<file path="config.mk">
export PLATFORM = sky130hd
export DESIGN_NAME = game_state_ctl
export DESIGN_NICKNAME = d
export VERILOG_FILES = /design/src/rtl/state_pkg.sv /design/src/rtl/sync_edge.sv /design/src/rtl/game_state_ctl.sv
export SDC_FILE = /design/constraint.sdc
export NUM_CORES = 1
export LEC_CHECK = 0
export ABC_AREA = 1
export BUFFER_PORTS_ARGS = -buffer_cell sky130_fd_sc_hd__buf_2
export CELL_PAD_IN_SITES_DETAIL_PLACEMENT = 2
export CELL_PAD_IN_SITES_GLOBAL_PLACEMENT = 2
export CORE_UTILIZATION = 20
export DETAILED_ROUTE_END_ITERATION = 10
export PLACE_DENSITY_LB_ADDON = 0.1
export RECOVER_POWER = 100
export SLEW_MARGIN = 20
export SYNTH_ARGS = -nofsm -noshare
export SYNTH_HDL_FRONTEND = slang
export SYNTH_HIERARCHICAL = 1
export SYNTH_SLANG_ARGS = --single-unit
</file>
<file path="constraint.sdc">
create_clock -name clk_40 -period 1.35 [get_ports clk_40]
set_input_delay 0.27 -clock clk_40 [delete_from_list [all_inputs] [get_ports clk_40]]
set_output_delay 0.27 -clock clk_40 [all_outputs]
set_load 0.01 [all_outputs]
</file>
<file path="src/rtl/state_pkg.sv">
// Shared types and default geometry for the screen-select sequencer.
package state_pkg;

   // Screen currently shown by the compositor.
   typedef enum logic [1:0] {
      START   = 2'b00,
      LEVEL_1 = 2'b01,
      FINISH  = 2'b10
   } g_state;

   // Default start-button rectangle, in pixels.
   localparam int unsigned DEF_START_BTN_X = 350;
   localparam int unsigned DEF_START_BTN_Y = 280;
   localparam int unsigned DEF_START_BTN_W = 100;
   localparam int unsigned DEF_START_BTN_H = 40;

   // Default level-exit rectangle, in pixels.
   localparam int unsigned DEF_EXIT_X = 740;
   localparam int unsigned DEF_EXIT_Y = 500;
   localparam int unsigned DEF_EXIT_W = 60;
   localparam int unsigned DEF_EXIT_H = 100;

   // Half-open range test done at 13 bits so lo+width can never wrap.
   function automatic logic in_range(input logic [11:0] v, input logic [12:0] lo,
                                     input logic [12:0] hi);
      return ({1'b0, v} >= lo) && ({1'b0, v} < hi);
   endfunction

endpackage

</file>
<file path="src/rtl/sync_edge.sv">
// Optional 2-flop synchronizer followed by a registered rising-edge detector.
// The edge pulse lags the (synchronized) input by two registers, so a rise
// sampled at cycle N produces a one-cycle pulse at N+1 (SYNC=0) or N+3 (SYNC=1).
module sync_edge #(
   parameter bit SYNC = 1'b1
) (
   input  logic clk_i,
   input  logic rst_i,
   input  logic d_i,
   output logic rise_o
);

   logic d_in;
   logic d_q;
   logic d_prev_q;
   logic rise_q;

   generate
      if (SYNC) begin : g_sync
         logic s1_q;
         logic s2_q;

         // Two-flop synchronizer for an input asynchronous to clk_i.
         always_ff @(posedge clk_i) begin
            if (rst_i) begin
               s1_q <= 1'b0;
               s2_q <= 1'b0;
            end else begin
               s1_q <= d_i;
               s2_q <= s1_q;
            end
         end

         assign d_in = s2_q;
      end else begin : g_nosync
         assign d_in = d_i;
      end
   endgenerate

   // Capture the level, keep its previous value and register the rise pulse.
   always_ff @(posedge clk_i) begin
      if (rst_i) begin
         d_q      <= 1'b0;
         d_prev_q <= 1'b0;
         rise_q   <= 1'b0;
      end else begin
         d_q      <= d_in;
         d_prev_q <= d_q;
         rise_q   <= d_q & ~d_prev_q;
      end
   end

   assign rise_o = rise_q;

endmodule

</file>
<file path="src/rtl/game_state_ctl.sv">
// Screen-select sequencer: START -> LEVEL_1 -> FINISH -> START.
// Every state change is committed on the clock after frame_tick, so the
// downstream VGA mux only ever switches inside vertical blank.
module game_state_ctl
   import state_pkg::*;
#(
   parameter int unsigned START_BTN_X   = DEF_START_BTN_X,
   parameter int unsigned START_BTN_Y   = DEF_START_BTN_Y,
   parameter int unsigned START_BTN_W   = DEF_START_BTN_W,
   parameter int unsigned START_BTN_H   = DEF_START_BTN_H,
   parameter int unsigned EXIT_X        = DEF_EXIT_X,
   parameter int unsigned EXIT_Y        = DEF_EXIT_Y,
   parameter int unsigned EXIT_W        = DEF_EXIT_W,
   parameter int unsigned EXIT_H        = DEF_EXIT_H,
   parameter int unsigned FINISH_FRAMES = 180
) (
   input  logic        clk_40,
   input  logic        rst,
   input  logic        mouse_left,
   input  logic [11:0] xpos_mouse,
   input  logic [11:0] ypos_mouse,
   input  logic [11:0] xpos_player,
   input  logic [11:0] ypos_player,
   input  logic        button_pressed,
   input  logic        vblnk,
   output g_state      game_state,
   output logic        level_start,
   output logic        frame_tick
);

   // Rectangle bounds, low inclusive / high exclusive, widened to 13 bits.
   localparam logic [12:0] BTN_X_LO  = 13'(START_BTN_X);
   localparam logic [12:0] BTN_X_HI  = 13'(START_BTN_X + START_BTN_W);
   localparam logic [12:0] BTN_Y_LO  = 13'(START_BTN_Y);
   localparam logic [12:0] BTN_Y_HI  = 13'(START_BTN_Y + START_BTN_H);
   localparam logic [12:0] EXIT_X_LO = 13'(EXIT_X);
   localparam logic [12:0] EXIT_X_HI = 13'(EXIT_X + EXIT_W);
   localparam logic [12:0] EXIT_Y_LO = 13'(EXIT_Y);
   localparam logic [12:0] EXIT_Y_HI = 13'(EXIT_Y + EXIT_H);

   localparam int unsigned CntW = $clog2(FINISH_FRAMES + 1);
   localparam logic [CntW-1:0] FinLast = CntW'(FINISH_FRAMES - 1);

   g_state          state_q, state_d;
   logic            start_pend_q, start_pend_d;
   logic [CntW-1:0] fin_cnt_q, fin_cnt_d;
   logic            level_start_q, level_start_d;

   logic click_rise;
   logic tick;
   logic start_hit;
   logic exit_hit;

   // Mouse button is asynchronous: synchronize before edge detection.
   sync_edge #(
      .SYNC (1'b1)
   ) u_click_edge (
      .clk_i  (clk_40),
      .rst_i  (rst),
      .d_i    (mouse_left),
      .rise_o (click_rise)
   );

   // vblnk already lives in the clk_40 domain.
   sync_edge #(
      .SYNC (1'b0)
   ) u_frame_edge (
      .clk_i  (clk_40),
      .rst_i  (rst),
      .d_i    (vblnk),
      .rise_o (tick)
   );

   // Hit comparators: start button follows the cursor, exit follows the player.
   always_comb begin
      start_hit = in_range(xpos_mouse, BTN_X_LO, BTN_X_HI) &&
                  in_range(ypos_mouse, BTN_Y_LO, BTN_Y_HI);
      exit_hit  = in_range(xpos_player, EXIT_X_LO, EXIT_X_HI) &&
                  in_range(ypos_player, EXIT_Y_LO, EXIT_Y_HI);
   end

   // Next-state logic; transitions only ever fire on a frame tick.
   always_comb begin
      state_d      = state_q;
      start_pend_d = start_pend_q;
      fin_cnt_d    = fin_cnt_q;
      case (state_q)
         START: begin
            // A click landing on the same cycle as the tick still counts.
            start_pend_d = start_pend_q | (click_rise & start_hit);
            if (tick && start_pend_d) begin
               state_d      = LEVEL_1;
               start_pend_d = 1'b0;
            end
         end
         LEVEL_1: begin
            start_pend_d = 1'b0;
            if (tick && exit_hit && button_pressed) begin
               state_d   = FINISH;
               fin_cnt_d = '0;
            end
         end
         FINISH: begin
            start_pend_d = 1'b0;
            if (tick) begin
               if (fin_cnt_q == FinLast) begin
                  state_d   = START;
                  fin_cnt_d = '0;
               end else begin
                  fin_cnt_d = fin_cnt_q + CntW'(1);
               end
            end
         end
         default: begin
            // Illegal encoding: fall back to the menu with clean side state.
            state_d      = START;
            start_pend_d = 1'b0;
            fin_cnt_d    = '0;
         end
      endcase
      level_start_d = (state_d == LEVEL_1) && (state_q != LEVEL_1);
   end

   // State registers with synchronous reset.
   always_ff @(posedge clk_40) begin
      if (rst) begin
         state_q       <= START;
         start_pend_q  <= 1'b0;
         fin_cnt_q     <= '0;
         level_start_q <= 1'b0;
      end else begin
         state_q       <= state_d;
         start_pend_q  <= start_pend_d;
         fin_cnt_q     <= fin_cnt_d;
         level_start_q <= level_start_d;
      end
   end

   assign game_state  = state_q;
   assign level_start = level_start_q;
   assign frame_tick  = tick;

endmodule

</file>
==> out/metrics.cfg, run 1 <==
[status]
outcome = complete, but fails checks
violations = setup timing

[final_layout]
regArea_um2 = 408
drive_above_1_share_pct = 41.4
finalNetCount = 321
nFillCells = 715
multi_input_area_um2 = 757
utilization_pct = 34.8
syn2layout_area_growth_pct = 66.1
diodes = 0

[die]
die_h_um = 78.2
die_w_um = 78.2
die-area_um2 = 6110
core_area_um2 = 5540
io_pins = 57
std_cell_rows = 27
start_util_pct = 20.9

[pwr]
comb_power_share_pct = 11.1
p_sw_share_pct = 22.5
p_total_mw = 1.38
seq_power_share_pct = 43.4
clkPwrFrac_pct = 45.6
vdd_drop_max_mv = 0.312
p_sw_mw = 0.311
powerDensity_nw_per_um2 = 717
internal_power_mw = 1.07
p_leak_nw = 0.963

[worst_hold_path]
hold-path-endpoint = u_click_edge/g_sync.s1_q$_SDFF_PP0_
min_from = mouse_left
holdPathStages = 3
hp-class = in -> reg

[clock_network]
cts_tree = built
holdBufCountCts = 0
htreeDepth = 1
cts_max_path_buffers = 2
clock_latency_ns = 0.27
cts_sinks = 20
cts_root_buf = clkbuf_8
worst_setup_hold_path_clk_slew_ns = 0.09
cts-buffers-inserted = 3

[grt]
grt_pass1_vias = 1505
antenna_found_initial = 0
met3_usage_pct = 2.79
gr-usage-met1_pct = 16.4
grt_usage_pct = 13.7
grt_overflow = 0
met2_usage_pct = 23.9
grt_pass1_wl_um = 6550
grt-busiest-layer = met2
grt_max_degree = 13

[sta]
fin_crit_sh_pct = 101
worst_pin_slew_ns = 0.359
fin_ws_ns = -0.0186
setup_viol = 1
maxSlewHeadroom_pct = 75.8
finClkSkew_ns = 0.00684
hold_viol_final = 0
min_period_ns = 1.37
final_max_slew_viol_count = 0
rsz0062_at_grt = true
fmax_mhz = 731
worst_hold_slack_ns = 0.203

[placed_design]
dp_slack_ns = -0.200
globalplace.congestion = 0.662
portBuffers = 48
place_hpwl_um = 3070

[yosys]
yosys-top-cells-count = nor2_1 (43), nand2_1 (40), inv_1 (27), dfxtp_1 (20), nand3_1 (12)
seq_area_frac_synth_pct = 34.5
async_reset_ff_share_pct = 0
synthCells = 187
ys_seq_elements = 20
syn_nets = 241
yosysMostFrequentCell = nor2_1
synth_area_leaders = dfxtp_1 (35%), nor2_1 (14%), nand2_1 (13%), inv_1 (8.7%), nand3_1 (5.2%)
synth.avg_cell_area_um2 = 6.20
ys.flop_type = dfxtp_1
synth_edf_count = 0
ys_types = 25
synth.largest_area_cell = dfxtp_1
yosys.area.top_type_share_pct = 34.5
syn_area_um2 = 1160
yosysWarnings = 6

[routing]
wl_um = 3910
via_per_inst = 4.23
wire_per_inst_um = 11.6
drc = 0
firstDrtPassIters = 2
ant_nets = 0
vias = 1430
drtIter0Drc = 11

[critical_path]
cp.required_ns = 1.57
worstSetupStartpointType = flop
ff2ff_path_depth = 11
startpoint = fin_cnt_q[0]$_SDFFE_PP0P_
cp-end-kind = flop
timing.rr.start = fin_cnt_q[0]$_SDFFE_PP0P_
r2r-end = fin_cnt_q[3]$_SDFFE_PP0P_
crit_arrival_ns = 1.59
crit_fanout = 4
worst-r2r-setup-slack_ns = -0.02
path_class = reg -> reg

[job]
drv_cap = 0

placed cells by master, fill, tap and decap left out, types with 4 or more instances in the layout:
| cell | instances |
|---|---|
| a21oi_1 | 6 |
| buf_2 | 45 |
| buf_4 | 20 |
| buf_6 | 9 |
| dfxtp_1 | 16 |
| inv_1 | 26 |
| nand2_1 | 35 |
| nand2_2 | 4 |
| nand3_1 | 8 |
| nand3b_1 | 4 |
| nor2_1 | 40 |
| nor2_4 | 4 |
how the worst max path moves through the flow:
stage	to	slack (ns)	depth (start not counted)
2_1_floorplan	fin_cnt_q[1]$_SDFFE_PP0P_	0.03	8
3_3_place_gp	fin_cnt_q[0]$_SDFFE_PP0P_	-0.17	11
3_5_place_dp	fin_cnt_q[0]$_SDFFE_PP0P_	-0.20	11
4_1_cts	fin_cnt_q[1]$_SDFFE_PP0P_	0.002	9
5_1_grt	fin_cnt_q[3]$_SDFFE_PP0P_	-0.15	11
6_report	fin_cnt_q[3]$_SDFFE_PP0P_	-0.02	11
stage by stage:
| step | instance area (um^2) | instances | TNS (ns) |
|---|---|---|---|
| global route | 1930 | 338 | -0.777 |
| CTS | 1850 | 337 | 0 |
| global placement | 1670 | 331 | -1.00 |
| detailed placement | 1670 | 331 | -1.21 |
| finish | 1930 | 338 | -0.0186 |
| floorplan | 1160 | 187 | 0 |
sequential cells by signal, indices dropped and copies added, names as in the netlist:
| name | flops |
|---|---|
| level_start | 1 |
| u_frame_edge/d_prev_q | 1 |
| u_click_edge/g_sync.s1_q | 1 |
| u_click_edge/d_in | 1 |
| u_frame_edge/rise_o | 1 |
| u_frame_edge/d_q | 1 |
| u_click_edge/d_q | 1 |
| u_click_edge/d_prev_q | 1 |
| start_pend_q | 1 |
| fin_cnt_q | 8 |
| game_state | 2 |
| u_click_edge/rise_o | 1 |
power by group through the flow:
stage               Sequential, mW  Combinational, mW  Clock [mW]
detailed placement           0.615              0.152           0
global placement             0.615              0.148           0
finish                       0.599              0.153       0.629
CTS                          0.601              0.153       0.655
floorplan                    0.616             0.0536           0
global route                 0.600              0.175       0.668
final cells by class:
class / count / share of cell area (%)
clock inverters: 1 / 1.56
repair buffers: 77 / 25.3
well taps: 72 / 4.68
flip-flops and latches: 20 / 21.2
clock buffers: 3 / 2.14
inverters: 30 / 5.84
multi-input cells: 135 / 39.3
critical path, cell delays in order, from the launching register on:
cell and delay (ns):
dfxtp_4 0.37, ha_4 0.16, nand2_2 0.05, nor2_1 0.03, nand2_1 0.11, nand2_4 0.10
buf_6 0.13, a21oi_2 0.09, o21ai_1 0.07, nand2_1 0.06, nand2_1 0.05, nor2_1 0.08
timing repair:
action                     in CTS  in global routing
pin swaps                       9                 17
gates resized for setup        27                 21
setup buffers                   2                  2
setup endpoints to repair       9                 10
kinds of logic (layout without fill, tap and decap cells):
family	count (synthesis)	in the layout	share of synthesized area (%)
flops	20	20	34.5
simple gates	114	114	42.6
buf+inv	32	111	11.3
fa+ha+maj	1	1	1.08
compound gates	17	17	8.20
xor+xnor	3	3	2.27
per-layer routing:
metal  up-vias  share of wire, %
met2        43                48
met5         -                 0
met4         0               1.4
li1        736                 -
met3         4               5.5
met1       647                45
No activity file was read; power rests on OpenSTA's default activity.
==> run 2: changes to the inputs <==
--- a/config.mk
+++ b/config.mk
@@ -11,6 +11,7 @@
 export CELL_PAD_IN_SITES_GLOBAL_PLACEMENT = 2
 export CORE_UTILIZATION = 20
 export DETAILED_ROUTE_END_ITERATION = 10
+export MAX_ROUTING_LAYER = met4
 export PLACE_DENSITY_LB_ADDON = 0.1
 export RECOVER_POWER = 100
 export SLEW_MARGIN = 20
==> out/metrics.cfg, run 2 (synthesized netlist as in run 1, its figures left out) <==
[clock_network]
cts_sinks = 20  ; unchanged
clock_latency_ns = 0.27  ; about the same
cts_root_buf = clkbuf_8  ; unchanged
cts_tree = built  ; unchanged
worst_setup_hold_path_clk_slew_ns = 0.09  ; about the same
cts-buffers-inserted = 3  ; unchanged
cts_max_path_buffers = 2  ; unchanged
htreeDepth = 1  ; unchanged

[critical_path]
cp-end-kind = flop  ; unchanged
cp.required_ns = 1.57  ; about the same
crit_fanout = 4  ; unchanged
crit_arrival_ns = 1.58  ; was 1.59 ns
worstSetupStartpointType = flop  ; unchanged
path_class = reg -> reg  ; unchanged

[pwr]
internal_power_mw = 1.07  ; about the same
vdd_drop_max_mv = 0.310  ; was 0.312 mV
p_leak_nw = 0.967  ; was 0.963 nW
p_sw_share_pct = 22.4  ; was 22.5%
clkPwrFrac_pct = 45.5  ; was 45.6%
comb_power_share_pct = 11.1  ; about the same
p_sw_mw = 0.309  ; was 0.311 mW
powerDensity_nw_per_um2 = 716  ; was 717 nW/um^2
seq_power_share_pct = 43.4  ; about the same

[routing]
firstDrtPassIters = 2  ; unchanged
vias = 1430  ; unchanged
wl_um = 3900  ; was 3910 um
drc = 0  ; unchanged
ant_nets = 0  ; unchanged
wire_per_inst_um = 11.5  ; was 11.6 um
via_per_inst = 4.23  ; unchanged
drtIter0Drc = 11  ; unchanged

[placed_design]
place_hpwl_um = 3070  ; unchanged
globalplace.congestion = 0.668  ; was 0.662
dpl_cell_area_um2 = 1670  ; unchanged
portBuffers = 48  ; unchanged

[final_layout]
final_cell_area_um2 = 1930  ; about the same
finalNetCount = 321  ; unchanged
final_common_cell = buf_2  ; unchanged
drive_above_1_share_pct = 41.7  ; was 41.4%
nFillCells = 715  ; unchanged
final_cell_mix = buf_2 (46), nor2_1 (40), nand2_1 (35), inv_1 (26), buf_4 (20)  ; was buf_2 (45), nor2_1 (40), nand2_1 (35), inv_1 (26), buf_4 (20)
regArea_um2 = 408  ; unchanged
largest_reg_flops = 8  ; unchanged
regMostFlops = fin_cnt_q  ; unchanged
syn2layout_area_growth_pct = 66.2  ; was 66.1%
multi_input_area_um2 = 757  ; unchanged
utilization_pct = 34.8  ; about the same
diodes = 0  ; unchanged

[die]
start_util_pct = 20.9  ; unchanged
io_pins = 57  ; unchanged
die_w_um = 78.2  ; unchanged
std_cell_rows = 27  ; unchanged
die-area_um2 = 6110  ; unchanged
core_area_um2 = 5540  ; unchanged
die_h_um = 78.2  ; unchanged

[sta]
setup_viol = 1  ; unchanged
fmax_mhz = 731  ; about the same
min_period_ns = 1.37  ; about the same
rsz0062_at_grt = true  ; unchanged
hold_viol_final = 0  ; unchanged
fin_ws_ns = -0.0181  ; was -0.0186 ns
fin_crit_sh_pct = 101  ; about the same
final_max_slew_viol_count = 0  ; unchanged
finClkSkew_ns = 0.00624  ; was 0.00684 ns
maxSlewHeadroom_pct = 75.8  ; unchanged
setup_tns_ns = -0.0181  ; was -0.0186 ns
worst_pin_slew_ns = 0.359  ; unchanged

[status]
violations = setup timing  ; unchanged
outcome = complete, but fails checks  ; unchanged

[grt]
grt_usage_pct = 14.1  ; was 13.7%
grt_pass1_vias = 1508  ; was 1,505
grt_overflow = 0  ; unchanged
grt_max_degree = 13  ; unchanged
grt_pass1_wl_um = 6530  ; was 6550 um
antenna_found_initial = 0  ; unchanged

[worst_hold_path]
hp-class = in -> reg  ; unchanged

[job]
drv_cap = 0  ; unchanged

-- run 2: changes by cell type in the layout (fill, tap and decap cells not counted) --
cell / delta
buf_2: +1
clkbuf_1: -1
-- run 2: power groups by stage --
stage               Sequential (mW)  Clock (mW)  Combinational, mW
finish                        0.599       0.628              0.153
global route                  0.600       0.668              0.175
global placement              0.615           0              0.148
detailed placement            0.615           0              0.152
CTS                           0.601       0.655              0.153
floorplan                     0.616           0             0.0536
-- run 2: worst paths after layout --
kind | cells after the start | slack [ns] | from | end
max reg2reg | 11 | -0.02 | fin_cnt_q[0]$_SDFFE_PP0P_ | fin_cnt_q[3]$_SDFFE_PP0P_
min reg2reg | 1 | 0.40 | u_frame_edge/d_prev_q$_SDFF_PP0_ | u_frame_edge/rise_o$_SDFF_PP0_
max | 11 | -0.02 | fin_cnt_q[0]$_SDFFE_PP0P_ | fin_cnt_q[3]$_SDFFE_PP0P_
min | 3 | 0.20 | mouse_left | u_click_edge/g_sync.s1_q$_SDFF_PP0_
-- run 2: layer usage --
layer  share of wire (%)  global-route usage [%]
met1                  45                    16.5
met2                  48                    23.9
met3                 5.2                    2.56
met4                 1.4                    5.56
met5                   0                       -
-- run 2: timing repair --
action,in CTS,in global routing
pin swaps,9,17
cloned,0,0
buffers inserted,2,2
resized for setup,27,21
hold endpoints to repair,0,0
setup endpoints to repair,9,10
hold buffers,0,0
-- run 2: metrics by stage --
stage                     instances  setup WS (ns)  power [mW]  hold WS (ns)
after floorplan                 187         0.0342       0.669         0.339
after global placement          331         -0.172       0.763         0.387
final                           338        -0.0181        1.38         0.203
after CTS                       337        0.00170        1.41         0.191
after global routing            338         -0.145        1.44         0.209
after detailed placement        331         -0.200       0.767         0.394
-- run 2: area by class of cell --
class / count / area share [%]
multi-input cells: 135 / 39.3
flip-flops and latches: 20 / 21.2
inverters: 30 / 5.84
well taps: 72 / 4.67
clock buffers: 3 / 2.14
repair buffers: 77 / 25.4
clock inverters: 1 / 1.56
-- run 2: critical path, stage by stage (launching register included) --
cell	delay [ns]
dfxtp_4	0.37
ha_4	0.16
nand2_2	0.05
nor2_1	0.03
nand2_1	0.11
nand2_4	0.10
buf_6	0.13
a21oi_2	0.09
o21ai_1	0.07
nand2_1	0.06
nand2_1	0.05
nor2_1	0.08
==> run 3: changes to the inputs <==
--- a/config.mk
+++ b/config.mk
@@ -9,7 +9,7 @@
 export BUFFER_PORTS_ARGS = -buffer_cell sky130_fd_sc_hd__buf_2
 export CELL_PAD_IN_SITES_DETAIL_PLACEMENT = 2
 export CELL_PAD_IN_SITES_GLOBAL_PLACEMENT = 2
-export CORE_UTILIZATION = 20
+export CORE_UTILIZATION = 23
 export DETAILED_ROUTE_END_ITERATION = 10
 export MAX_ROUTING_LAYER = met4
 export PLACE_DENSITY_LB_ADDON = 0.1
==> constraint.sdc (replaced) <==
create_clock -name clk_40 -period 1.65 [get_ports clk_40]
set_input_delay 0.33 -clock clk_40 [delete_from_list [all_inputs] [get_ports clk_40]]
set_output_delay 0.33 -clock clk_40 [all_outputs]
set_load 0.01 [all_outputs]
==> out/metrics.cfg, run 3 (synthesized netlist as in run 1, its figures left out) <==
[routing]
firstDrtPassIters = 3  ; was 2
ant_nets = 0  ; unchanged
wl_met3_um = 158  ; was 202 um
route.layer.met1.wl_um = 1540  ; was 1770 um
highest_layer = met4  ; unchanged
wire_per_inst_um = 10.9  ; was 11.5 um
via_per_inst = 4.34  ; was 4.23
vias = 1357  ; was 1,430
drc = 0  ; unchanged
wl_met2_um = 1690  ; was 1870 um
wl_um = 3410  ; was 3900 um
drtIter0Drc = 19  ; was 11

[clock_network]
cts_root_buf = clkbuf_8  ; unchanged
htreeDepth = 1  ; unchanged
cts_max_path_buffers = 2  ; unchanged
holdBufCountCts = 0  ; unchanged
worst_setup_hold_path_clk_slew_ns = 0.08  ; was 0.09 ns
cts_sinks = 20  ; unchanged
cts-buffers-inserted = 3  ; unchanged
clock_latency_ns = 0.26  ; was 0.27 ns
cts_tree = built  ; unchanged

[grt]
grt_max_degree = 13  ; unchanged
grt_pass1_vias = 1413  ; was 1,508
antenna_found_initial = 0  ; unchanged
grt_usage_pct = 14.6  ; was 14.1%
grt_pass1_wl_um = 5900  ; was 6530 um
grt_overflow = 0  ; unchanged

[pwr]
powerDensity_nw_per_um2 = 703  ; was 716 nW/um^2
p_leak_nw = 0.813  ; was 0.967 nW
vdd_drop_max_mv = 0.391  ; was 0.310 mV

[placed_design]
portBuffers = 48  ; unchanged
place_hpwl_um = 2840  ; was 3070 um
globalplace.congestion = 0.704  ; was 0.668
dpl_cell_area_um2 = 1530  ; was 1670 um^2
dp_slack_ns = 0.100  ; was -0.200 ns

[status]
outcome = completed  ; was complete, but fails checks

[critical_path]
timing.rr.start = fin_cnt_q[1]$_SDFFE_PP0P_  ; was fin_cnt_q[0]$_SDFFE_PP0P_
worstSetupStartpointType = flop  ; unchanged
worst-r2r-setup-slack_ns = 0.22  ; was -0.02 ns
cp.required_ns = 1.81  ; was 1.57 ns
crit_fanout = 4  ; unchanged
cp-end-kind = flop  ; unchanged
path_class = reg -> reg  ; unchanged
startpoint = fin_cnt_q[1]$_SDFFE_PP0P_  ; was fin_cnt_q[0]$_SDFFE_PP0P_
crit_arrival_ns = 1.59  ; was 1.58 ns

[die]
die-area_um2 = 5330  ; was 6110 um^2
core_area_um2 = 4790  ; was 5540 um^2
die_w_um = 73.0  ; was 78.2 um
std_cell_rows = 25  ; was 27
io_pins = 57  ; unchanged
die_h_um = 73.0  ; was 78.2 um
start_util_pct = 24.2  ; was 20.9%

[sta]
min_period_ns = 1.43  ; was 1.37 ns
fin_crit_sh_pct = 86.7  ; was 101%
worst_pin_slew_ns = 0.473  ; was 0.359 ns
rsz0062_at_grt = false  ; was true
final_max_slew_viol_count = 0  ; unchanged
fin_ws_ns = 0.219  ; was -0.0181 ns
finClkSkew_ns = 0.00674  ; was 0.00624 ns
maxSlewHeadroom_pct = 68.5  ; was 75.8%
setup_viol = 0  ; was 1
hold_viol_final = 0  ; unchanged
fmax_mhz = 699  ; was 731 MHz
worst_hold_slack_ns = 0.265  ; was 0.203 ns
setup_tns_ns = 0  ; was -0.0181 ns

[final_layout]
multi_input_area_um2 = 618  ; was 757 um^2
regMostFlops = fin_cnt_q  ; unchanged
nFillCells = 635  ; was 715
utilization_pct = 32.9  ; was 34.8%
final_cell_area_um2 = 1570  ; was 1930 um^2
syn2layout_area_growth_pct = 35.6  ; was 66.2%
final_cell_mix = nor2_1 (45), buf_2 (45), nand2_1 (41), inv_1 (27), dfxtp_1 (19)  ; was buf_2 (46), nor2_1 (40), nand2_1 (35), inv_1 (26), buf_4 (20)
drive_above_1_share_pct = 24.4  ; was 41.7%
regArea_um2 = 402  ; was 408 um^2
finalNetCount = 301  ; was 321
diodes = 0  ; unchanged
largest_reg_flops = 8  ; unchanged

[job]
drv_cap = 0  ; unchanged

[worst_hold_path]
min_from = mouse_left  ; unchanged
hp-class = in -> reg  ; unchanged

[run 3: cell count changes in the layout (fill, tap and decap cells not counted), moves of 5 or more]
cell and delta:
buf_4 -16, buf_6 -9, clkbuf_1 +6, nand2_1 +6, nand3_1 +5, nor2_1 +5
[run 3: what timing repair did]
item                                    4_1_cts  5_1_grt
endpoints found under the setup margin        0        3
gates resized for setup                       0        3
endpoints found under the hold margin         0        0
buffers inserted                              0        0
[run 3: metal layers]
metal,GRT usage [%],up-vias
met5,-,-
met4,1.96,0
met3,3.59,2
met2,26.6,29
met1,16.4,632
li1,-,694
[run 3: power by group]
group          leakage (nW)  switching (mW)  internal, mW
combinational         0.615          0.0544        0.0572
sequential            0.163         0.00209         0.489
clock                0.0357           0.179         0.324
[run 3: critical path, stage by stage (launching register included)]
cell     delay (ns)
dfxtp_1        0.36
ha_2           0.22
nand2_1        0.06
nor2_1         0.09
nand2_1        0.07
nand2_2        0.10
buf_4          0.12
a21oi_1        0.03
o21ai_0        0.10
nand2_1        0.08
nand2_1        0.06
nor2_1         0.04
[run 3: through the flow]
stage               std cells  total power [mW]
floorplan                 187             0.548
global placement          309             0.618
detailed placement        309             0.622
CTS                       313              1.13
global route              313              1.16
finish                    313              1.11
[run 3: final timing paths]
path | endpoint | depth (start not counted)
worst max-delay path | fin_cnt_q[3]$_SDFFE_PP0P_ | 11
worst min-delay path | u_click_edge/g_sync.s1_q$_SDFF_PP0_ | 3
worst max register to register | fin_cnt_q[3]$_SDFFE_PP0P_ | 11
worst min register to register | u_frame_edge/rise_o$_SDFF_PP0_ | 1
[run 3: cell type report]
cell class                 count  share of cell area [%]
timing repair buffer          57                    18.1
sequential                    20                    25.5
multi-input combinational    135                    39.3
inverter                      30                    7.16
tap                           67                    5.33
clock inverter                 1                    1.91
clock buffer                   3                    2.63
